--- src/rtl/gun_position_ctrl.sv ---
// gun_position_ctrl
// Multi-channel light-gun sight generator for the Williams 2 gun titles.
// Each channel holds a horizontal and a vertical coordinate. The coordinates
// are moved by joystick directions (with acceleration after a long hold) or
// set directly from a signed analog stick. Updates happen once per rising
// edge of the game's 4 ms pacing tick.

module gun_position_ctrl #(
    parameter int CHANNELS    = 2,
    parameter int POS_W       = 6,
    parameter int H_MIN       = 0,
    parameter int H_MAX       = 63,
    parameter int V_MIN       = 0,
    parameter int V_MAX       = 63,
    parameter int SLOW_STEP   = 1,
    parameter int FAST_STEP   = 2,
    parameter int ACCEL_TICKS = 16
) (
    input  logic                      clock_12,
    input  logic                      reset,
    input  logic                      tick_in,
    input  logic [CHANNELS-1:0]       mode,
    input  logic [CHANNELS-1:0]       recenter,
    input  logic [CHANNELS-1:0]       dir_up,
    input  logic [CHANNELS-1:0]       dir_down,
    input  logic [CHANNELS-1:0]       dir_left,
    input  logic [CHANNELS-1:0]       dir_right,
    input  logic [CHANNELS*8-1:0]     analog_h,
    input  logic [CHANNELS*8-1:0]     analog_v,
    output logic [CHANNELS*POS_W-1:0] gun_h,
    output logic [CHANNELS*POS_W-1:0] gun_v,
    output logic [CHANNELS-1:0]       moving
);

    // Hold counter saturates at ACCEL_TICKS, so it needs clog2(ACCEL_TICKS+1) bits.
    localparam int HW = $clog2(ACCEL_TICKS + 1);
    // Extended width for step arithmetic: wide enough that MIN+step and
    // pos+step never wrap, so saturation compares are exact.
    localparam int EW = POS_W + 10;
    // Analog scaling product width: 8-bit stick times an EW-bit range.
    localparam int PW = EW + 8;

    localparam logic [EW-1:0]    H_MIN_E   = EW'(H_MIN);
    localparam logic [EW-1:0]    H_MAX_E   = EW'(H_MAX);
    localparam logic [EW-1:0]    V_MIN_E   = EW'(V_MIN);
    localparam logic [EW-1:0]    V_MAX_E   = EW'(V_MAX);
    localparam logic [EW-1:0]    H_RANGE   = EW'(H_MAX - H_MIN + 1);
    localparam logic [EW-1:0]    V_RANGE   = EW'(V_MAX - V_MIN + 1);
    localparam logic [EW-1:0]    SLOW_E    = EW'(SLOW_STEP);
    localparam logic [EW-1:0]    FAST_E    = EW'(FAST_STEP);
    localparam logic [HW-1:0]    ACCEL_E   = HW'(ACCEL_TICKS);
    localparam logic [POS_W-1:0] H_C       = POS_W'((H_MIN + H_MAX) >> 1);
    localparam logic [POS_W-1:0] V_C       = POS_W'((V_MIN + V_MAX) >> 1);

    logic                             tick_q;
    logic                             upd;
    logic [CHANNELS-1:0][POS_W-1:0]   hPos_q, hPos_d;
    logic [CHANNELS-1:0][POS_W-1:0]   vPos_q, vPos_d;
    logic [CHANNELS-1:0][HW-1:0]      hHold_q, hHold_d;
    logic [CHANNELS-1:0][HW-1:0]      vHold_q, vHold_d;
    logic [CHANNELS-1:0]              moving_q, moving_d;

    // One relative step toward MIN (dec=1) or MAX (dec=0), clamped at the bound.
    function automatic logic [POS_W-1:0] moveAxis(
        input logic [POS_W-1:0] pos,
        input logic             dec,
        input logic             fast,
        input logic [EW-1:0]    minE,
        input logic [EW-1:0]    maxE
    );
        logic [EW-1:0] p;
        logic [EW-1:0] s;
        logic [EW-1:0] r;
        p = EW'(pos);
        s = fast ? FAST_E : SLOW_E;
        if (dec) begin
            r = (p < minE + s) ? minE : p - s;
        end else begin
            r = (p + s > maxE) ? maxE : p + s;
        end
        return POS_W'(r);
    endfunction

    // Hold counter increment that sticks at ACCEL_TICKS.
    function automatic logic [HW-1:0] nextHold(input logic [HW-1:0] h);
        return (h >= ACCEL_E) ? ACCEL_E : h + HW'(1);
    endfunction

    // Map a signed stick value onto MIN..MAX by offset-binary scaling.
    function automatic logic [POS_W-1:0] analogPos(
        input logic [7:0]    a,
        input logic [EW-1:0] minE,
        input logic [EW-1:0] range
    );
        logic [7:0]    u;
        logic [PW-1:0] prod;
        logic [PW-1:0] r;
        u    = a ^ 8'h80;
        prod = PW'(u) * PW'(range);
        r    = PW'(minE) + (prod >> 8);
        return POS_W'(r);
    endfunction

    assign upd   = tick_in & ~tick_q;
    assign gun_h = hPos_q;
    assign gun_v = vPos_q;
    assign moving = moving_q;

    // Next-state for every channel: recenter wins over a tick update.
    always_comb begin
        hPos_d   = hPos_q;
        vPos_d   = vPos_q;
        hHold_d  = hHold_q;
        vHold_d  = vHold_q;
        moving_d = moving_q;
        for (int c = 0; c < CHANNELS; c++) begin
            if (recenter[c]) begin
                hPos_d[c]   = H_C;
                vPos_d[c]   = V_C;
                hHold_d[c]  = '0;
                vHold_d[c]  = '0;
                moving_d[c] = (hPos_q[c] != H_C) || (vPos_q[c] != V_C);
            end else if (upd) begin
                if (mode[c]) begin
                    hPos_d[c]  = analogPos(analog_h[8*c +: 8], H_MIN_E, H_RANGE);
                    vPos_d[c]  = analogPos(analog_v[8*c +: 8], V_MIN_E, V_RANGE);
                    hHold_d[c] = '0;
                    vHold_d[c] = '0;
                end else begin
                    if (dir_left[c] ^ dir_right[c]) begin
                        hPos_d[c]  = moveAxis(hPos_q[c], dir_left[c],
                                              hHold_q[c] >= ACCEL_E, H_MIN_E, H_MAX_E);
                        hHold_d[c] = nextHold(hHold_q[c]);
                    end else begin
                        hHold_d[c] = '0;
                    end
                    if (dir_up[c] ^ dir_down[c]) begin
                        vPos_d[c]  = moveAxis(vPos_q[c], dir_up[c],
                                              vHold_q[c] >= ACCEL_E, V_MIN_E, V_MAX_E);
                        vHold_d[c] = nextHold(vHold_q[c]);
                    end else begin
                        vHold_d[c] = '0;
                    end
                end
                moving_d[c] = (hPos_d[c] != hPos_q[c]) || (vPos_d[c] != vPos_q[c]);
            end
        end
    end

    // State registers; reset puts every sight back at centre and clears acceleration.
    always_ff @(posedge clock_12) begin
        if (reset) begin
            tick_q   <= 1'b0;
            hPos_q   <= {CHANNELS{H_C}};
            vPos_q   <= {CHANNELS{V_C}};
            hHold_q  <= '0;
            vHold_q  <= '0;
            moving_q <= '0;
        end else begin
            tick_q   <= tick_in;
            hPos_q   <= hPos_d;
            vPos_q   <= vPos_d;
            hHold_q  <= hHold_d;
            vHold_q  <= vHold_d;
            moving_q <= moving_d;
        end
    end

endmodule

--- config.mk ---
export PLATFORM = sky130hd
export DESIGN_NAME = gun_position_ctrl
export DESIGN_NICKNAME = d
export VERILOG_FILES = /design/src/rtl/gun_position_ctrl.sv
export SDC_FILE = /design/constraint.sdc
export NUM_CORES = 1
export LEC_CHECK = 0
export BUFFER_PORTS_ARGS = -buffer_cell sky130_fd_sc_hd__buf_2
export CORE_MARGIN = 8
export CORE_UTILIZATION = 59
export CTS_CLUSTER_SIZE = 25
export DETAILED_ROUTE_END_ITERATION = 12
export PLACE_DENSITY_LB_ADDON = 0.25
export RECOVER_POWER = 25
export SLEW_MARGIN = 15
export SYNTH_ARGS = -nofsm -noshare
export SYNTH_HDL_FRONTEND = slang
export SYNTH_SLANG_ARGS = --single-unit
--- constraint.sdc ---
create_clock -name clock_12 -period 3.2 [get_ports clock_12]
set_input_delay 0.16 -clock clock_12 [delete_from_list [all_inputs] [get_ports clock_12]]
set_output_delay 0.16 -clock clock_12 [all_outputs]
set_load 0.1 [all_outputs]
**Yosys cells after proc, flatten, opt, wreduce, memory -nomap -nowiden**

Cells that the tools add are included.

- $add $sub $neg: 12
- $lt $le $gt $ge: 12
- Equal/unequal tests: 8
- Muxes and demuxes: 48
- Bitwise logic cells: 10
- Reductions and logical operators: 8

Operators with widths:

| cell | count |
|---|---|
| two-way mux 6 bit | 28 |
| two-way mux 5 bit | 12 |
| adder 6 x 2 -> 7 bit | 4 |
| > comparator 7 x 6 -> 1 bit (second input constant) | 4 |
| less-than comparator 6 x 2 -> 1 bit | 4 |
| inequality test 6 x 5 -> 1 bit (second input constant) | 4 |
| inequality test 6 bit | 4 |
| subtractor 6 x 2 -> 6 bit | 4 |
| adder 5 x 1 -> 5 bit (second input constant) | 4 |
| greater-or-equal comparator 5 bit (second input constant) | 4 |
| two-way mux 2 bit | 4 |
| inverter 1 bit | 5 |
| logical OR 1 bit | 4 |
| two-way mux 1 bit | 4 |
| nonzero test 2 bit | 2 |
| OR reduction 2 bit | 2 |
| bitwise XOR 1 bit | 4 |
| AND 1 bit | 1 |

- Register bits after elaboration: 47
- Word-level logic and storage cells: 109

**Depth between registers and ports, before layout**

Gate-level depths: netlist (run 1).

- Depth after elaboration: 14
- Depth in mapped cells: 12

**Least setup slack after synthesis (run 1)**

Ideal clock, no wire load.

- Path kind: register to register
- Start point: register vPos_q, in the netlist gun_v[6]
- End point: register moving_q[1], in the netlist moving[1]
- Library setup time: 0.127 ns
- Data arrival time: 2.979 ns
- Path slack: 0.094 ns
- Cell stages (with the launch flop): 11
- Period minus slack after synthesis: 3.106 ns
- Path through: dfxtp_1 -> inv_1 -> ha_1 -> inv_1 -> fa_1 -> a22o_1 -> o21bai_1 -> a211oi_1 -> a211o_1 -> nor4_1 -> a21oi_1

- Longest elaborated chain between the ends: 12

Ends and longest elaborated chain:

| element | RTL line | text |
|---|---|---|
| start: declaration | 58 | `logic [CHANNELS-1:0][POS_W-1:0] vPos_q, vPos_d;` |
| start signal: assignment | 155 | `vPos_q <= {CHANNELS{V_C}};` |
| start signal: assignment | 162 | `vPos_q <= vPos_d;` |
| adder 6 x 2 -> 7 bit | 79 | `r = (p + s > maxE) ? maxE : p + s;` |
| > comparator 7 x 6 -> 1 bit | 79 |  |
| two-way mux 6 bit | 79 |  |
| two-way mux 6 bit | 76 | `if (dec) begin` |
| two-way mux 6 bit | 137 | `if (dir_up[c] ^ dir_down[c]) begin` |
| two-way mux 6 bit | 124 | `if (mode[c]) begin` |
| two-way mux 6 bit | 123 | `end else if (upd) begin` |
| two-way mux 6 bit | 117 | `if (recenter[c]) begin` |
| inequality test 6 bit | 145 | `moving_d[c] = (hPos_d[c] != hPos_q[c]) \|\| (vPos_d[c] != vPos_q[c]);` |
| logical OR 1 bit | 145 |  |
| two-way mux 1 bit | 123 |  |
| two-way mux 1 bit (*) | 117 |  |
| end signal: assignment | 165 | `moving_q <= moving_d;` |
| end: declaration | 61 | `logic [CHANNELS-1:0] moving_q, moving_d;` |

Every way passes the cells marked *; elsewhere a longest branch is shown, timed or not. The select of a mux whose other input is x is not followed.
A chain may end at the register's enable or synchronous reset.

**Final worst setup path (run 1)**

- Start point: register vHold_q[9] in the netlist's numbering
- End point: register moving_q[1], in the netlist moving[1]

- Longest elaborated chain between the ends: 14

Ends and longest elaborated chain:

| element | RTL line | text |
|---|---|---|
| start: declaration | 60 | `logic [CHANNELS-1:0][HW-1:0] vHold_q, vHold_d;` |
| start signal: assignment | 164 | `vHold_q <= vHold_d;` |
| greater-or-equal comparator 5 bit (*) | 139 | `vHold_q[c] >= ACCEL_E, V_MIN_E, V_MAX_E);` |
| two-way mux 2 bit (*) | 75 | `s = fast ? FAST_E : SLOW_E;` |
| adder 6 x 2 -> 7 bit | 79 |  |
| > comparator 7 x 6 -> 1 bit | 79 |  |
| two-way mux 6 bit | 79 |  |
| two-way mux 6 bit (*) | 76 |  |
| two-way mux 6 bit (*) | 137 |  |
| two-way mux 6 bit (*) | 124 |  |
| two-way mux 6 bit (*) | 123 |  |
| two-way mux 6 bit (*) | 117 |  |
| inequality test 6 bit (*) | 145 |  |
| logical OR 1 bit (*) | 145 |  |
| two-way mux 1 bit (*) | 123 |  |
| two-way mux 1 bit (*) | 117 |  |

Marked as above.

==> results of run 1 <==
## where the power goes
| part | switching [mW] | leakage [nW] | internal [mW] |
|---|---|---|---|
| clock | 0.192 | 0.0422 | 0.154 |
| sequential | 0.0456 | 0.382 | 0.601 |
| combinational | 0.356 | 1.55 | 0.172 |
## synth_stat cells, types with 15 or more instances
master    number  share of area [%]
a21oi_1       61                6.4
o21ai_0       56                5.9
nand2_1       48                3.8
nor2_1        48                3.8
dfxtp_1       47                 20
inv_1         36                2.9
clkbuf_1      28                2.2
ha_1          24                6.3
nand3_1       23                2.4
nor2b_1       17                2.2
nand2b_1      16                2.1
xor2_1        16                3.0
nor3_1        15                1.6
## state kept, by name, indices dropped and copies added, names as in the netlist
register / flops
vHold_q: 10
moving: 2
gun_h: 12
hHold_q: 10
gun_v: 12
tick_q: 1
## layout make-up
type	count	share of cell area, %
Inverter	37	2.72
Timing Repair Buffer	71	7.03
Tap cell	102	2.50
Clock inverter	1	0.0980
Clock buffer	7	1.50
Multi-Input combinational cell	522	67.7
Sequential cell	47	18.4
## per-layer routing
layer  wire, um  share of wire (%)
met1       5880                 43
met2       6500                 47
met3       1130                8.2
met4        264                1.9
met5          0                  0
## through the flow
step / power (mW) / cells / hold slack (ns)
final: 1.52 / 787 / 0.125
after global routing: 1.60 / 787 / 0.126
after CTS: 1.52 / 787 / 0.113
after detailed placement: 1.18 / 779 / 0.430
after global placement: 1.17 / 779 / 0.426
after floorplan: 1.05 / 646 / 0.232
## cells by family after synthesis
group	after synthesis	share of synthesized area, %
AND/OR/NAND/NOR	240	27.2
adder cells (fa/ha/maj)	32	9.72
XOR/XNOR	19	3.51
multiplexers	11	2.51
buffers and inverters	77	7.18
flip-flops	47	19.9
AO/OA/AOI/OAI	220	30.0
## critical path, cell delays in order, from the launching register on
cell,delay [ns]
dfxtp_1,0.36
inv_1,0.19
ha_1,0.20
inv_1,0.05
fa_1,0.45
nor4b_1,0.54
o21bai_1,0.24
a211oi_1,0.08
a211o_1,0.30
nor4_1,0.23
a21oi_1,0.10
## path summary, 6_finish.rpt
kind                           start  cells after the start  slack [ns]                 endpoint
max          vHold_q[9]$_SDFFE_PP0P_                     10        0.34   moving[1]$_SDFFE_PP0P_
min                            reset                      2        0.12        tick_q$_SDFF_PP0_
max reg2reg  vHold_q[9]$_SDFFE_PP0P_                     10        0.34   moving[1]$_SDFFE_PP0P_
min reg2reg  hHold_q[8]$_SDFFE_PP0P_                      2        0.48  hHold_q[8]$_SDFFE_PP0P_
## placed cells by master (no fill, tap or decap), types with 16 or more instances in the layout
| master | count |
|---|---|
| a21oi_1 | 61 |
| buf_2 | 56 |
| dfxtp_1 | 47 |
| ha_1 | 24 |
| inv_1 | 36 |
| nand2_1 | 48 |
| nand2b_1 | 16 |
| nand3_1 | 23 |
| nor2_1 | 48 |
| nor2b_1 | 17 |
| o21ai_0 | 56 |
| xor2_1 | 16 |
==> PnR_summary.wiki, run 1 <==
{| class="wikitable"
! Metric !! Value
|-
| Result of the run || finished, final reports clean
|-
| Setup repair after global routing missed its margin || no
|-
| Relative slew slack || 22.2%
|-
| Multi-input logic area || 0.00346 sq mm
|-
| Count of port buffers added during placement || 64
|-
| Crit share post-route || 89.4%
|-
| Summed instance area of the synthesized netlist || 0.00474 sq mm
|-
| Total negative slack || 0 ns
|-
| Final WS setup || 0.338 ns
|-
| Die outline width || 106 um
|-
| Number of fill cells in the layout || 709
|-
| Kind of end point of the critical path || flop
|-
| Core area || 0.00777 sq mm
|-
| Required time of the worst setup path || 3.39 ns
|-
| Setup Slack @ Placement || 0.364 ns
|-
| Number of rows created at floorplan || 32
|-
| Vias in the first global route || 4,701
|-
| Height of the die || 106 um
|-
| Min cycle time layout || 2.86 ns
|-
| Area growth syn-to-layout || 7.74%
|-
| Final routed wire length divided by cell count || 17.5 um
|-
| Clock buffers created by TritonCTS || 5
|-
| Portion of the post-synthesis area used by sequential elements || 19.9%
|-
| Global Route met2 Usage || 39.7%
|-
| Ratio of routed vias to standard cells || 6.48
|-
| Detailed Routing Iterations Pass 1 || 5
|-
| Primary flip-flop cell chosen by synthesis mapping || dfxtp_1
|-
| Power density normalized to cell area || 298 mW/mm^2
|-
| Count of pins over their slew limit || 0
|-
| Fin area || 0.00510 sq mm
|-
| Setup Viol. Count Final || 0
|-
| Antenna violations before repair || 0
|-
| Io pins || 73
|-
| Worst endpoint data arrival time || 3.05 ns
|-
| Iteration-0 DRC Markers || 307
|-
| Met1 track utilization from global routing || 29.6%
|-
| Number of H-tree levels || 2
|-
| Synthesized area divided by synthesized cell count || 7.33 sq um
|-
| Worst clock skew || 0.00964 ns
|-
| Pin count of the biggest net entering global routing || 29
|-
| Crit-path max FO || 6
|-
| DRC Markers || 0
|-
| Critical path startpoint category || flop
|-
| Achievable frequency || 349 MHz
|-
| EDFF count, synth || 0
|-
| Most Used Layer, Global Route || met2
|-
| Net count after synthesis || 725
|-
| TritonCTS clock tree || built
|-
| Kind of critical path || flop to flop
|-
| Core Util, Final || 65.7%
|-
| Overall fraction of global-route tracks in use || 23.5%
|-
| TritonCTS Sinks || 47
|-
| Hold-fix buffers at CTS || 0
|-
| Estimated wirelength of the detail-placed design || 10,200 um
|-
| Post-synthesis sequential element count || 47
|-
| Gate count after technology mapping || 646
|-
| Gr ovfl total || 0
|-
| Worst-skew pair later-pin latency || 0.30 ns
|-
| Number of antenna diodes || 0
|-
| Die area || 0.0112 sq mm
|-
| Leakage power total || 1.98 nW
|-
| Area occupied by registers || 941 sq um
|-
| Buffer cell driving the clock tree root || clkbuf_8
|-
| Post-route antenna net violation count || 0
|-
| Clk buf depth || 2
|-
| Final hold violations || 0
|-
| Synthesis warning total || 0
|-
| Share of post-route cells with drive strength above 1 || 13.4%
|-
| Last weighted congestion value of the routability-driven placer || 0.972
|-
| Post-synthesis async set-or-reset flop share || 0%
|-
| Setup Buffers After CTS || 0
|-
| Worst Hold Class || input pin to flop
|-
| Global Route met3 Usage || 3.71%
|-
| Routed WL || 13,800 um
|-
| Count of cell types in the netlist || 77
|-
| Worst-margin pin slew || 1.17 ns
|-
| Worst-case vdd ir drop || 193 uV
|-
| Max-capacitance violation count || 0
|-
| Via count || 5,101
|-
| Gates resized, CTS repair || 0
|-
| Dpl cell area || 0.00504 sq mm
|-
| Initial Utilization || 61.0%
|-
| Net count, final || 763
|-
| Register clock-pin slew on the reported worst setup and hold paths || 0.08 ns
|-
| Wire length of the first global-routing pass || 22,300 um
|}
Power figures use the tool's default switching activity.
==> run 2, diff against run 1 <==
CORE_UTILIZATION = 63   (was 59)
clock period = 3.5 ns   (was 3.2 ns; I/O delays follow)
==> run 2 against run 1 <==
Clock skew fell by 0.0046 ns. Largest cell class unchanged. Worst setup slack gained 0.15 ns. Design area rose by 0.44%. Clock power is 45% higher. Highest routed layer unchanged. Critical path type unchanged. Register-to-register slack better by 0.15 ns.
==> PnR_summary.wiki, run 2 (synthesis gave the netlist of run 1 again) <==
{| class="wikitable"
! Metric !! Value
|-
| Overall power consumption || 1.57 mW (was 1.52 mW)
|-
| Share of post-route cells with drive strength above 1 || 12.9% (was 13.4%)
|-
| Comb pwr share || 30.4% (was 34.7%)
|-
| TritonCTS clock tree || built (unchanged)
|-
| Result of the run || finished, final reports clean (unchanged)
|-
| Number of H-tree levels || 2 (unchanged)
|-
| Achievable frequency || 332 MHz (was 349 MHz)
|-
| Crit share post-route || 86.1% (was 89.4%)
|-
| Worst clock skew || 0.00504 ns (was 0.00964 ns)
|-
| Ratio of routed vias to standard cells || 6.61 (was 6.48)
|-
| Core area || 0.00725 sq mm (was 0.00777 sq mm)
|-
| Buffer cell driving the clock tree root || clkbuf_8 (unchanged)
|-
| Setup slack of the worst register-to-register path || 0.49 ns (was 0.34 ns)
|-
| Clock buffers created by TritonCTS || 5 (unchanged)
|-
| Setup Viol. Count Final || 0 (unchanged)
|-
| Commonest cells after routing, fill and taps aside || a21oi_1, o21ai_0, buf_2 (unchanged)
|-
| Worst-skew pair later-pin latency || 0.31 ns (was 0.30 ns)
|-
| Crit-path max FO || 26 (was 6)
|-
| Worst-margin pin slew || 1.20 ns (was 1.17 ns)
|-
| Die outline width || 103 um (was 106 um)
|-
| Kind of critical path || flop to flop (unchanged)
|-
| Detailed Routing Iterations Pass 1 || 5 (unchanged)
|-
| Register clock-pin slew on the reported worst setup and hold paths || 0.10 ns (was 0.08 ns)
|-
| Setup Buffers After CTS || 0 (unchanged)
|-
| Power density normalized to cell area || 306 mW/mm^2 (was 298 mW/mm^2)
|-
| Gr ovfl total || 0 (unchanged)
|-
| Gates resized, CTS repair || 0 (unchanged)
|-
| Final hold violations || 0 (unchanged)
|-
| Final WS setup || 0.488 ns (was 0.338 ns)
|-
| Capture instance of the worst register-to-register path || gun_v[2]$_SDFFE_PP1P_ (was moving[1]$_SDFFE_PP0P_)
|-
| Worst endpoint data arrival time || 3.21 ns (was 3.05 ns)
|-
| Number of rows created at floorplan || 31 (was 32)
|-
| Area growth syn-to-layout || 8.21% (was 7.74%)
|-
| Final routed wire length divided by cell count || 17.3 um (was 17.5 um)
|-
| TritonCTS Sinks || 47 (unchanged)
|-
| Net count, final || 759 (was 763)
|-
| Overall fraction of global-route tracks in use || 25.2% (was 23.5%)
|-
| Antenna violations before repair || 0 (unchanged)
|-
| Standard cell with the maximum stage delay on the critical path || clkbuf_1 (was nor4b_1)
|-
| DRC Markers || 0 (unchanged)
|-
| Pint || 0.994 mW (was 0.926 mW)
|-
| Io pins || 73 (unchanged)
|-
| Number of fill cells in the layout || 650 (was 709)
|-
| Setup repair after global routing missed its margin || no (unchanged)
|-
| Critical path, cell by cell || nor2b_1, clkbuf_1, o21ai_0, a221o_1 (was inv_1, ha_1, inv_1, fa_1, nor4b_1, o21bai_1, a211oi_1, a211o_1, nor4_1, a21oi_1)
|-
| Pin count of the biggest net entering global routing || 29 (unchanged)
|-
| Routed WL || 13,500 um (was 13,800 um)
|-
| Proportion of power drawn by flip-flops and latches || 37.6% (was 42.5%)
|-
| Switch Pwr || 0.575 mW (was 0.594 mW)
|-
| Number of antenna diodes || 0 (unchanged)
|-
| Required time of the worst setup path || 3.70 ns (was 3.39 ns)
|-
| Number of stages on the worst hold path || 2 (unchanged)
|-
| Hold worst-path end || tick_q$_SDFF_PP0_ (unchanged)
|-
| Worst Hold Slack || 0.131 ns (was 0.125 ns)
|-
| HP Start || reset (unchanged)
|-
| Setup Slack @ Placement || 0.678 ns (was 0.364 ns)
|-
| Area occupied by registers || 941 sq um (unchanged)
|-
| Relative slew slack || 20.0% (was 22.2%)
|-
| Last weighted congestion value of the routability-driven placer || 0.991 (was 0.972)
|-
| Die area || 0.0106 sq mm (was 0.0112 sq mm)
|-
| Number of cells on the worst reg-to-reg path || 4 (was 10)
|-
| Hold-fix buffers at CTS || 0 (unchanged)
|-
| Most frequent standard cell in the layout excluding fill and tap cells || a21oi_1 (unchanged)
|-
| Worst Hold Class || input pin to flop (unchanged)
|-
| Post-route antenna net violation count || 0 (unchanged)
|-
| Clock network fraction of total power || 32.0% (was 22.8%)
|-
| Critical path startpoint category || flop (unchanged)
|-
| Total negative slack || 0 ns (unchanged)
|-
| Count of port buffers added during placement || 64 (unchanged)
|-
| Iteration-0 DRC Markers || 367 (was 307)
|-
| Leakage power total || 1.98 nW (about the same)
|-
| Kind of end point of the critical path || flop (unchanged)
|-
| Worst-case vdd ir drop || 163 uV (was 193 uV)
|-
| Estimated wirelength of the detail-placed design || 9910 um (was 10,200 um)
|-
| Vias in the first global route || 4,616 (was 4,701)
|-
| Multi-input logic area || 0.00346 sq mm (unchanged)
|-
| Via count || 5,158 (was 5,101)
|-
| Initial Utilization || 65.3% (was 61.0%)
|-
| Height of the die || 103 um (was 106 um)
|-
| Max-capacitance violation count || 0 (unchanged)
|-
| Critical Path Max Stage Delay || 0.95 ns (was 0.54 ns)
|-
| Fraction of power spent switching nets || 36.6% (was 39.1%)
|-
| Core Util, Final || 70.7% (was 65.7%)
|-
| Clk buf depth || 2 (unchanged)
|-
| Count of pins over their slew limit || 0 (unchanged)
|-
| Critical register-to-register path startpoint || tick_q$_SDFF_PP0_ (was vHold_q[9]$_SDFFE_PP0P_)
|-
| Min cycle time layout || 3.01 ns (was 2.86 ns)
|-
| Wire length of the first global-routing pass || 21,700 um (was 22,300 um)
|}
## run 2: cell count changes in the layout (fill, tap and decap cells not counted), sizes merged
cell,previous run,this run
buf,62,56
bufinv,0,2
clkinv,2,1
inv,36,37
## run 2: area by class of cell
type | count | share of cell area, %
Inverter | 37 | 2.71
Timing Repair Buffer | 67 | 6.37
Clock inverter | 3 | 1.39
Multi-Input combinational cell | 522 | 67.4
Sequential cell | 47 | 18.4
Clock buffer | 5 | 1.34
Tap cell | 99 | 2.42
## run 2: worst max path at each step
stage | start | to | slack [ns] | cells after the start
floorplan | gun_v[6]$_SDFFE_PP1P_ | moving[1]$_SDFFE_PP0P_ | 0.39 | 10
global placement | vHold_q[9]$_SDFFE_PP0P_ | moving[1]$_SDFFE_PP0P_ | 0.73 | 11
detailed placement | vHold_q[9]$_SDFFE_PP0P_ | moving[1]$_SDFFE_PP0P_ | 0.68 | 9
CTS | hHold_q[4]$_SDFFE_PP0P_ | moving[0]$_SDFFE_PP0P_ | 0.66 | 10
global route | hHold_q[4]$_SDFFE_PP0P_ | moving[0]$_SDFFE_PP0P_ | 0.28 | 10
finish | tick_q$_SDFF_PP0_ | gun_v[2]$_SDFFE_PP1P_ | 0.49 | 4
## run 2: routing by layer
metal | vias up | GRT usage, % | part of all wire [%]
met5 | - | 0 | 0
met4 | 0 | 8.80 | 1.7
met3 | 25 | 3.44 | 8.5
met2 | 252 | 42.0 | 48
met1 | 2430 | 32.3 | 42
li1 | 2451 | - | -
## run 2: power groups by stage
stage | clock, mW | combinational [mW] | sequential [mW]
after global routing | 0.530 | 0.515 | 0.594
after CTS | 0.504 | 0.472 | 0.589
final | 0.502 | 0.477 | 0.590
after detailed placement | 0 | 0.471 | 0.601
after floorplan | 0 | 0.284 | 0.676
after global placement | 0 | 0.462 | 0.600
## run 2: stage by stage
| step | instances | instance area, sq um |
|---|---|---|
| after detailed placement | 772 | 5010 |
| final | 780 | 5130 |
| after global routing | 780 | 5130 |
| after floorplan | 646 | 4740 |
| after global placement | 772 | 5010 |
| after CTS | 780 | 5150 |
## run 2: critical path: cells and delay by family (launching register included)
| kind | cells | cell delay [ns] |
|---|---|---|
| buf+inv | 1 | 0.95 |
| simple gates | 1 | 0.56 |
| compound gates | 2 | 1.06 |
| flops | 1 | 0.32 |
